<file path="src/rtl/cla_adder_scheduler_if.sv">
// Handshake bundle between two wide-add requesters, one result consumer
// and the shared carry-lookahead scheduler.
interface cla_adder_scheduler_if #(
    parameter int unsigned WIDTH = 64
);
    logic             req0_valid;
    logic             req0_ready;
    logic [WIDTH-1:0] req0_a;
    logic [WIDTH-1:0] req0_b;
    logic             req0_cin;

    logic             req1_valid;
    logic             req1_ready;
    logic [WIDTH-1:0] req1_a;
    logic [WIDTH-1:0] req1_b;
    logic             req1_cin;

    logic             res_valid;
    logic             res_ready;
    logic             res_id;
    logic [WIDTH-1:0] res_sum;
    logic             res_cout;

    modport master (
        output req0_valid, req0_a, req0_b, req0_cin,
        input  req0_ready,
        output req1_valid, req1_a, req1_b, req1_cin,
        input  req1_ready,
        output res_ready,
        input  res_valid, res_id, res_sum, res_cout
    );

    modport slave (
        input  req0_valid, req0_a, req0_b, req0_cin,
        output req0_ready,
        input  req1_valid, req1_a, req1_b, req1_cin,
        output req1_ready,
        input  res_ready,
        output res_valid, res_id, res_sum, res_cout
    );
endinterface

</file>
<file path="src/rtl/cla_adder_scheduler.sv">
// Time-shared wide adder: two requesters take turns on one SEG-bit two-level
// carry-lookahead slice, one segment per cycle, least significant first.
module cla_adder_scheduler #(
    parameter int unsigned WIDTH = 64,
    parameter int unsigned SEG   = 16
) (
    input logic                  Clk,
    input logic                  Rst,
    cla_adder_scheduler_if.slave bus
);
    localparam int unsigned NSEG = WIDTH / SEG;
    localparam int unsigned CW   = (NSEG > 1) ? $clog2(NSEG) : 1;
    localparam int unsigned GRP  = 4;
    localparam int unsigned NGRP = SEG / GRP;

    typedef enum logic [1:0] {IDLE, ADD, DONE} state_t;

    state_t           state;
    logic [WIDTH-1:0] a_q;
    logic [WIDTH-1:0] b_q;
    logic [CW-1:0]    cnt;
    logic             carry;
    logic             last_grant;

    logic             grant_valid_c;
    logic             grant_id_c;
    logic [SEG-1:0]   a_seg_c;
    logic [SEG-1:0]   b_seg_c;
    logic [SEG-1:0]   gen_c;
    logic [SEG-1:0]   prop_c;
    logic [NGRP-1:0]  grp_g_c;
    logic [NGRP-1:0]  grp_p_c;
    logic [NGRP:0]    grp_c_c;
    logic [SEG-1:0]   seg_sum_c;
    logic             seg_cout_c;

    // Round-robin pick: on a tie the requester not served last wins.
    always_comb begin
        grant_valid_c = 1'b0;
        grant_id_c    = 1'b0;
        if (bus.req0_valid && bus.req1_valid) begin
            grant_valid_c = 1'b1;
            grant_id_c    = ~last_grant;
        end else if (bus.req0_valid) begin
            grant_valid_c = 1'b1;
        end else if (bus.req1_valid) begin
            grant_valid_c = 1'b1;
            grant_id_c    = 1'b1;
        end
    end

    // Ready is offered only in IDLE and is forced low while reset is held.
    assign bus.req0_ready = Rst && (state == IDLE) && grant_valid_c && !grant_id_c;
    assign bus.req1_ready = Rst && (state == IDLE) && grant_valid_c &&  grant_id_c;

    // Select the operand segment currently being summed.
    always_comb begin
        a_seg_c = '0;
        b_seg_c = '0;
        for (int unsigned k = 0; k < NSEG; k++) begin
            if (cnt == CW'(k)) begin
                a_seg_c = a_q[k*SEG +: SEG];
                b_seg_c = b_q[k*SEG +: SEG];
            end
        end
    end

    // Two-level CLA: 4-bit group generate/propagate, then group carries.
    always_comb begin
        logic gg;
        logic pp;
        logic bc;
        gg        = 1'b0;
        pp        = 1'b1;
        bc        = 1'b0;
        gen_c     = a_seg_c & b_seg_c;
        prop_c    = a_seg_c ^ b_seg_c;
        grp_g_c   = '0;
        grp_p_c   = '0;
        grp_c_c   = '0;
        seg_sum_c = '0;
        for (int unsigned j = 0; j < NGRP; j++) begin
            gg = 1'b0;
            pp = 1'b1;
            for (int unsigned i = 0; i < GRP; i++) begin
                gg = gen_c[j*GRP+i] | (prop_c[j*GRP+i] & gg);
                pp = pp & prop_c[j*GRP+i];
            end
            grp_g_c[j] = gg;
            grp_p_c[j] = pp;
        end
        grp_c_c[0] = carry;
        for (int unsigned j = 0; j < NGRP; j++) begin
            grp_c_c[j+1] = grp_g_c[j] | (grp_p_c[j] & grp_c_c[j]);
        end
        for (int unsigned j = 0; j < NGRP; j++) begin
            bc = grp_c_c[j];
            for (int unsigned i = 0; i < GRP; i++) begin
                seg_sum_c[j*GRP+i] = prop_c[j*GRP+i] ^ bc;
                bc = gen_c[j*GRP+i] | (prop_c[j*GRP+i] & bc);
            end
        end
        seg_cout_c = grp_c_c[NGRP];
    end

    // Sequencer: accept in IDLE, one segment per cycle in ADD, hold in DONE.
    always_ff @(posedge Clk or negedge Rst) begin
        if (!Rst) begin
            state         <= IDLE;
            a_q           <= '0;
            b_q           <= '0;
            cnt           <= '0;
            carry         <= 1'b0;
            last_grant    <= 1'b1;
            bus.res_valid <= 1'b0;
            bus.res_id    <= 1'b0;
            bus.res_sum   <= '0;
            bus.res_cout  <= 1'b0;
        end else begin
            case (state)
                IDLE: begin
                    if (grant_valid_c) begin
                        a_q        <= grant_id_c ? bus.req1_a   : bus.req0_a;
                        b_q        <= grant_id_c ? bus.req1_b   : bus.req0_b;
                        carry      <= grant_id_c ? bus.req1_cin : bus.req0_cin;
                        bus.res_id <= grant_id_c;
                        last_grant <= grant_id_c;
                        cnt        <= '0;
                        state      <= ADD;
                    end
                end
                ADD: begin
                    for (int unsigned k = 0; k < NSEG; k++) begin
                        if (cnt == CW'(k)) begin
                            bus.res_sum[k*SEG +: SEG] <= seg_sum_c;
                        end
                    end
                    carry <= seg_cout_c;
                    cnt   <= cnt + CW'(1);
                    if (cnt == CW'(NSEG - 1)) begin
                        bus.res_cout  <= seg_cout_c;
                        bus.res_valid <= 1'b1;
                        state         <= DONE;
                    end
                end
                DONE: begin
                    if (bus.res_ready) begin
                        bus.res_valid <= 1'b0;
                        state         <= IDLE;
                    end
                end
                default: state <= IDLE;
            endcase
        end
    end
endmodule

</file>
<file path="src/flat_wrapper.sv">
// flat-port wrapper written by rule: the top's interface ports become plain ports
module cla_adder_scheduler_flat 
#(
    parameter int unsigned WIDTH = 64,
    parameter int unsigned SEG   = 16
)
  (Clk, Rst, bus_req0_valid, bus_req0_a, bus_req0_b, bus_req0_cin, bus_req0_ready, bus_req1_valid, bus_req1_a, bus_req1_b, bus_req1_cin, bus_req1_ready, bus_res_ready, bus_res_valid, bus_res_id, bus_res_sum, bus_res_cout);
  cla_adder_scheduler_if #(.WIDTH(WIDTH)) bus_i ();
  input logic Clk;
  input logic Rst;
  input wire logic [$bits(bus_i.req0_valid)-1:0] bus_req0_valid;
  input wire logic [$bits(bus_i.req0_a)-1:0] bus_req0_a;
  input wire logic [$bits(bus_i.req0_b)-1:0] bus_req0_b;
  input wire logic [$bits(bus_i.req0_cin)-1:0] bus_req0_cin;
  output wire logic [$bits(bus_i.req0_ready)-1:0] bus_req0_ready;
  input wire logic [$bits(bus_i.req1_valid)-1:0] bus_req1_valid;
  input wire logic [$bits(bus_i.req1_a)-1:0] bus_req1_a;
  input wire logic [$bits(bus_i.req1_b)-1:0] bus_req1_b;
  input wire logic [$bits(bus_i.req1_cin)-1:0] bus_req1_cin;
  output wire logic [$bits(bus_i.req1_ready)-1:0] bus_req1_ready;
  input wire logic [$bits(bus_i.res_ready)-1:0] bus_res_ready;
  output wire logic [$bits(bus_i.res_valid)-1:0] bus_res_valid;
  output wire logic [$bits(bus_i.res_id)-1:0] bus_res_id;
  output wire logic [$bits(bus_i.res_sum)-1:0] bus_res_sum;
  output wire logic [$bits(bus_i.res_cout)-1:0] bus_res_cout;
  assign bus_i.req0_valid = bus_req0_valid;
  assign bus_i.req0_a = bus_req0_a;
  assign bus_i.req0_b = bus_req0_b;
  assign bus_i.req0_cin = bus_req0_cin;
  assign bus_req0_ready = bus_i.req0_ready;
  assign bus_i.req1_valid = bus_req1_valid;
  assign bus_i.req1_a = bus_req1_a;
  assign bus_i.req1_b = bus_req1_b;
  assign bus_i.req1_cin = bus_req1_cin;
  assign bus_req1_ready = bus_i.req1_ready;
  assign bus_i.res_ready = bus_res_ready;
  assign bus_res_valid = bus_i.res_valid;
  assign bus_res_id = bus_i.res_id;
  assign bus_res_sum = bus_i.res_sum;
  assign bus_res_cout = bus_i.res_cout;
  cla_adder_scheduler #(.WIDTH(WIDTH), .SEG(SEG)) u_core (.Clk(Clk), .Rst(Rst), .bus(bus_i));
endmodule
</file>
<file path="config.mk">
export PLATFORM = sky130hd
export DESIGN_NAME = cla_adder_scheduler_flat
export DESIGN_NICKNAME = d
export VERILOG_FILES = /design/src/rtl/cla_adder_scheduler_if.sv /design/src/rtl/cla_adder_scheduler.sv /design/src/flat_wrapper.sv
export SDC_FILE = /design/constraint.sdc
export NUM_CORES = 1
export LEC_CHECK = 0
export ABC_AREA = 1
export BUFFER_PORTS_ARGS = -buffer_cell sky130_fd_sc_hd__buf_2
export CELL_PAD_IN_SITES_DETAIL_PLACEMENT = 1
export CELL_PAD_IN_SITES_GLOBAL_PLACEMENT = 1
export CORE_UTILIZATION = 40
export DETAILED_ROUTE_END_ITERATION = 7
export GPL_TIMING_DRIVEN = 0
export PLACE_DENSITY = 0.95
export SLEW_MARGIN = 20
export SYNTH_ARGS = -nofsm -noshare
export SYNTH_HDL_FRONTEND = slang
export SYNTH_SLANG_ARGS = --single-unit
</file>
<file path="constraint.sdc">
create_clock -name Clk -period 7.4 [get_ports Clk]
set_clock_uncertainty 0.05 [all_clocks]
set_input_delay 0.74 -clock Clk [delete_from_list [all_inputs] [get_ports Clk]]
set_output_delay 0.74 -clock Clk [all_outputs]
set_load 0.02 [all_outputs]
</file>
# [Word level (Yosys, flattened, before mapping)]
# Index checks and enable logic that the tools add are counted.
[classes] add_sub_neg=1 bitwise=87 muxes=27 eq_ne=8 n_reduce_logical=18
[ops] op="16-bit 2-to-1 mux" n=8
[ops] op="64-bit 2-to-1 mux" n=2
[ops] op="1-bit AND" n=40
[ops] op="1-bit OR" n=28
[ops] op="16-bit AND" n=1
[ops] op="1-bit XOR" n=16
[ops] op="16-bit XOR" n=1
[ops] op="2-bit AND reduction" n=6
[ops] op="1-bit 2-to-1 mux" n=9
[ops] op="2-bit 2-to-1 mux" n=4
[ops] op="2-bit equality test, second input constant" n=3
[ops] op="2-bit case mux with 3 select lines" n=1
[ops] op="3-bit AND reduction" n=2
[ops] op="1-bit logical AND" n=5
[ops] op="2-bit by 1-bit equality test with 1-bit output, second input constant" n=2
[ops] op="2-bit logical NOT" n=2
[ops] op="2-bit by 1-bit != test with 1-bit output, second input constant" n=2
[ops] op="1-bit case mux with 2 select lines" n=2
[ops] op="2-bit case mux with 2 select lines" n=1
[ops] op="2-bit nonzero test" n=2
[ops] op="2-bit by 1-bit adder with 2-bit output, second input constant" n=1
[ops] op="2-bit != test, second input constant" n=1
[ops] op="1-bit logical NOT" n=1
[ops] op="1-bit inverter" n=1
[word_totals] elab_cells=154 regBits=201 input_bits=263

# [Depth between registers and ports, before layout]
[depth] word_depth=24 mapped_depth=25

# [Least setup slack after synthesis]
# Ideal clock, no wire load.
[synth_timing] path_type="flip-flop to flip-flop" from="register u_core.cnt[0]" to="register u_core.bus.res_sum[15]" path_stages_with_launch=26 required_time_ps=7285 slack_ps=3244 arrival_ps=4041 path_buffers=1 path_cell_list="dfrtp_1 inv_1 ha_1 inv_1 nor2_4 inv_2 buf_4 o221ai_1 a22oi_1 inv_1 ha_1 nand2_1 nor2_1 nand2_1 nand2_1 nand2_1 nand3_1 nand2_1 nand2_1 inv_1 fa_1 fa_1 fa_1 xnor2_1 nand2_1 nand2_1"
[synth_between] elab_chain_len=24 elab_cells_between_ends=55
[synth_rtl] element="start, declared" line_no="cla_adder_scheduler.sv:21" source="logic [CW-1:0] cnt;"
[synth_rtl] element="start signal, assigned" line_no="cla_adder_scheduler.sv:139" source="cnt <= cnt + CW'(1);"
[synth_rtl] element="2-bit logical NOT" line_no="cla_adder_scheduler.sv:61, cla_adder_scheduler.sv:134"
[synth_rtl] element="16-bit 2-to-1 mux (4 in series)" line_no="cla_adder_scheduler.sv:61" source="if (cnt == CW'(k)) begin"
[synth_rtl] element="16-bit XOR or 16-bit AND (tied branches)" line_no="cla_adder_scheduler.sv:77, cla_adder_scheduler.sv:76"
[synth_rtl] element="1-bit AND" line_no="cla_adder_scheduler.sv:86" source="gg = gen_c[j*GRP+i] | (prop_c[j*GRP+i] & gg);"
[synth_rtl] element="1-bit OR" line_no="cla_adder_scheduler.sv:86"
[synth_rtl] element="1-bit AND" line_no="cla_adder_scheduler.sv:86"
[synth_rtl] element="1-bit OR" line_no="cla_adder_scheduler.sv:86"
[synth_rtl] element="1-bit AND" line_no="cla_adder_scheduler.sv:86"
[synth_rtl] element="[... 5 more ...]"
[synth_rtl] element="1-bit OR" line_no="cla_adder_scheduler.sv:94" source="grp_c_c[j+1] = grp_g_c[j] | (grp_p_c[j] & grp_c_c[j]);"
[synth_rtl] element="1-bit AND" line_no="cla_adder_scheduler.sv:100" source="bc = gen_c[j*GRP+i] | (prop_c[j*GRP+i] & bc);"
[synth_rtl] element="1-bit OR" line_no="cla_adder_scheduler.sv:100"
[synth_rtl] element="1-bit AND" line_no="cla_adder_scheduler.sv:100"
[synth_rtl] element="1-bit OR" line_no="cla_adder_scheduler.sv:100"
[synth_rtl] element="1-bit AND" line_no="cla_adder_scheduler.sv:100"
[synth_rtl] element="1-bit OR" line_no="cla_adder_scheduler.sv:100"
[synth_rtl] element="1-bit XOR" line_no="cla_adder_scheduler.sv:99" source="seg_sum_c[j*GRP+i] = prop_c[j*GRP+i] ^ bc;"
[synth_rtl] element="end signal, assigned by index" line_no="cla_adder_scheduler.sv:135" source="bus.res_sum[k*SEG +: SEG] <= seg_sum_c;"
[synth_rtl] element="end, declared" line_no="cla_adder_scheduler_if.sv:39" source="output res_valid, res_id, res_sum, res_cout"
# Parallel ways exist; a longest one is shown, timed or not.
# A chain may end at the register's enable or synchronous reset.

# [Worst setup path in the final report]
[layout_timing] from="register u_core.cnt[0]" to="register u_core.bus.res_sum[47]"
[layout_between] elab_chain_len=24 elab_cells_between_ends=55
[layout_rtl] element="2-bit logical NOT" line_no="cla_adder_scheduler.sv:61"
[layout_rtl] element="16-bit 2-to-1 mux (4 in series)" line_no="cla_adder_scheduler.sv:61"
[layout_rtl] element="16-bit XOR or 16-bit AND (tied branches)" line_no="cla_adder_scheduler.sv:77, cla_adder_scheduler.sv:76"
[layout_rtl] element="1-bit AND" line_no="cla_adder_scheduler.sv:86"
[layout_rtl] element="1-bit OR" line_no="cla_adder_scheduler.sv:86"
[layout_rtl] element="1-bit AND" line_no="cla_adder_scheduler.sv:86"
[layout_rtl] element="1-bit OR" line_no="cla_adder_scheduler.sv:86"
[layout_rtl] element="1-bit AND" line_no="cla_adder_scheduler.sv:86"
[layout_rtl] element="[... 5 more ...]"
[layout_rtl] element="1-bit OR" line_no="cla_adder_scheduler.sv:94"
[layout_rtl] element="1-bit AND" line_no="cla_adder_scheduler.sv:100"
[layout_rtl] element="1-bit OR" line_no="cla_adder_scheduler.sv:100"
[layout_rtl] element="1-bit AND" line_no="cla_adder_scheduler.sv:100"
[layout_rtl] element="1-bit OR" line_no="cla_adder_scheduler.sv:100"
[layout_rtl] element="1-bit AND" line_no="cla_adder_scheduler.sv:100"
[layout_rtl] element="1-bit OR" line_no="cla_adder_scheduler.sv:100"
[layout_rtl] element="1-bit XOR" line_no="cla_adder_scheduler.sv:99"
# Parallel ways exist; a longest one is shown, timed or not.

==> reports/results.ini <==
[power]
max-vdd-ir-drop_mv = 0.245
cellLeakagePower_nw = 6.66
power_density_nw_per_um2 = 565

[hold_path]
hp-class = in2async

[yosys]
ys_seq_elements = 201
yosys.area_share.xor_xnor_pct = 0.345
synthesis.nets = 1523
yosysUniqueCellTypes = 31
synth_top_family_by_area = compound AO/OA/AOI/OAI gates
synth_compound_area_share_pct = 23.0
synth-seq-area-share_pct = 49.5
synth_adder_area_share_pct = 4.82
synth_area_sq_um = 10200
synth_mux_area_share_pct = 0
synth_warnings = 0
avgSynthCellArea_sq_um = 8.28
synth-simple-area-share_pct = 13.2
synthCells = 1228

[setup_path]
crit_path_end_kind = flop
cp.required_ps = 7780
regToRegSetupSlack_ps = 1910
cp.arrival_ps = 5880
startpoint_type = flop
critPathKind = reg2reg
crit_fanout = 10

[die]
pin_count = 332
die_area_sq_um = 26100
die_w_um = 161
row_count = 57
die_h_um = 161
coreArea_sq_um = 24600
initial_utilization_pct = 41.3

[finish]
finalNetCount = 1880
area_growth_pct = 28.5
layout_commonest_cell = buf_2
final_cell_mix = buf_2 (373), dfrtp_1 (200), nand2_1 (190)
num-fill-cells = 3120
fin_area_sq_um = 13100
drive_above_1_share_pct = 27.3

[timing]
setup_viol = 0
fin_crit_ps = 5490
tightest_slew_ps = 715
post-route-period-util_pct = 74.2
hold_viol_final = 0
timing.fmax_ghz = 0.182
final_max_slew_viol_count = 0
slew_headroom_pct = 52.0
final.setup.tns_ps = 0
rsz0062_at_grt = false

[placed_design]
gp_congestion = 0.907
placed_area_sq_um = 12300
place.detailed.hpwl_mm = 33.3
io_buffer_count = 331

[grt]
grt_pass1_vias = 11800
track_usage_pct = 33.4
grt_overflow_total = 0
grt_antenna_before_repair = 7
grt_max_degree = 100
grt_first_pass_wirelength_mm = 66.4

[routing]
antenna_left = 0
post_drt_via_cell_ratio = 5.62
routed_wirelength_mm = 43.3
avgRoutedWirePerCell_um = 22.5
initialDrtViolationCount = 749
dr_total_vias = 10800
remaining_drc_errors = 0
drtPass1Iterations = 5

[run]
maxCapViolCount = 0

[outcome]
outcome = finished clean

[clock_network]
clk_latency_ps = 520
cts_inserted_buffers = 22
cts_root_buffer = clkbuf_16
cts_resized = 0
cts_buffer_depth = 3
cts_hold_buf = 0
clk_pin_slew_ps = 60
cts_tree = built
htreeDepth = 1
cts_sinks = 201
cts_setup_buffers = 0

cell families after synthesis:
family	count (synthesis)
compound gates	425
simple gates	341
buf+inv	225
flops	201
fa+ha+maj	32
xor+xnor	4
power breakdown:
group | internal, W | switching (W) | leakage, nW
Sequential | 0.00166 | 0.000288 | 2.47
Combinational | 0.00131 | 0.00294 | 3.82
Clock | 0.000714 | 0.000463 | 0.374
Total | 0.00369 | 0.00369 | 6.66
registers in the layout, summed over array words and instances (netlist names), 2 cells and up:
signal,count
u_core.a_q,64
u_core.b_q,64
u_core.state,2
u_core.cnt,2
u_core.bus.res_sum,64
stage by stage:
| step | hold slack, ps | power, W | instances | worst slack (ps) | utilization [%] |
|---|---|---|---|---|---|
| after floorplan | 393 | 0.00444 | 1228 | 3240 | - |
| after global placement | 400 | 0.00579 | 1883 | 1710 | 49.7 |
| after detailed placement | 412 | 0.00609 | 1885 | 2030 | 50.0 |
| after CTS | 3.77 | 0.00732 | 1925 | 2000 | 53.1 |
| after global routing | 11.6 | 0.00784 | 1929 | 1530 | 53.1 |
| final | 9.48 | 0.00738 | 1929 | 1910 | 53.1 |
layer usage:
| layer | routed length (um) | vias to the layer above | global-route usage, % |
|---|---|---|---|
| li1 | - | 4818 | - |
| met1 | 16200 | 5286 | 38.2 |
| met2 | 21600 | 563 | 59.2 |
| met3 | 3020 | 168 | 6.34 |
| met4 | 2510 | 4 | 17.7 |
| met5 | 27 | - | 0 |
worst paths after layout:
path / start / end / cells after the start
max: u_core.cnt[0]$_DFFE_PN0P_ / u_core.bus.res_sum[47]$_DFFE_PN0P_ / 25
min: Rst / u_core.bus.res_sum[37]$_DFFE_PN0P_ / 1
max reg2reg: u_core.cnt[0]$_DFFE_PN0P_ / u_core.bus.res_sum[47]$_DFFE_PN0P_ / 25
min reg2reg: u_core.bus.res_sum[63]$_DFFE_PN0P_ / u_core.bus.res_sum[63]$_DFFE_PN0P_ / 2
max in group asynchronous: Rst / u_core.a_q[21]$_DFFE_PN0P_ / 2
min in group Clk: bus_res_ready / u_core.state[1]$_DFFE_PN0P_ / 2
worst max-delay path, stage by stage (launching register included):
cell and delay [ps]:
dfrtp_1 420, inv_1 90, ha_1 200, inv_1 150, nor2_4 80, inv_2 170, buf_2 310, o22ai_1 190
o21ai_0 300, o21ai_0 210, ha_1 390, nand2_1 70, nor2_1 100, nand2_1 60, nand2_1 140, nand2_1 80
nand3_1 150, nand2_1 70, nand2_1 110, inv_1 80, fa_1 440, fa_1 470, fa_1 450, xnor2_1 430
nand2_1 120, nand2_1 90
Yosys cell counts:
cell / instances / area [sq um]
or2_1: 1 / 6.26
o22ai_1: 107 / 669
a22oi_1: 14 / 105
nand2_2: 1 / 6.26
buf_4: 5 / 37.5
o221ai_1: 8 / 70.1
nor3_1: 1 / 5.00
inv_4: 1 / 6.26
inv_1: 131 / 492
clkbuf_1: 33 / 124
nor2_4: 6 / 67.6
nand3_1: 4 / 20.0
a21oi_1: 37 / 185
dfstp_2: 1 / 26.3
xor2_1: 1 / 8.76
o21ai_0: 182 / 911
dfrtp_1: 200 / 5000
buf_6: 1 / 11.3
nor2_1: 136 / 510
o21bai_1: 1 / 7.51
buf_2: 43 / 215
clkbuf_2: 1 / 5.00
nor2_2: 2 / 12.5
inv_2: 9 / 33.8
o21ai_1: 71 / 355
xnor2_1: 3 / 26.3
o211ai_1: 5 / 37.5
fa_1: 12 / 240
nand2_1: 190 / 713
ha_1: 20 / 250
buf_1: 1 / 3.75
cell type report:
class	instances	area, sq um	share of cell area, %
sequential	201	5030	38.5
multi-input combinational	802	4210	32.2
timing repair buffer	333	1720	13.2
clock buffer	33	653	5.00
inverter	141	532	4.07
tap	324	405	3.10
buffer	84	397	3.03
clock inverter	7	113	0.862
antenna	4	10.0	0.0766
No activity file was read; power rests on OpenSTA's default activity.
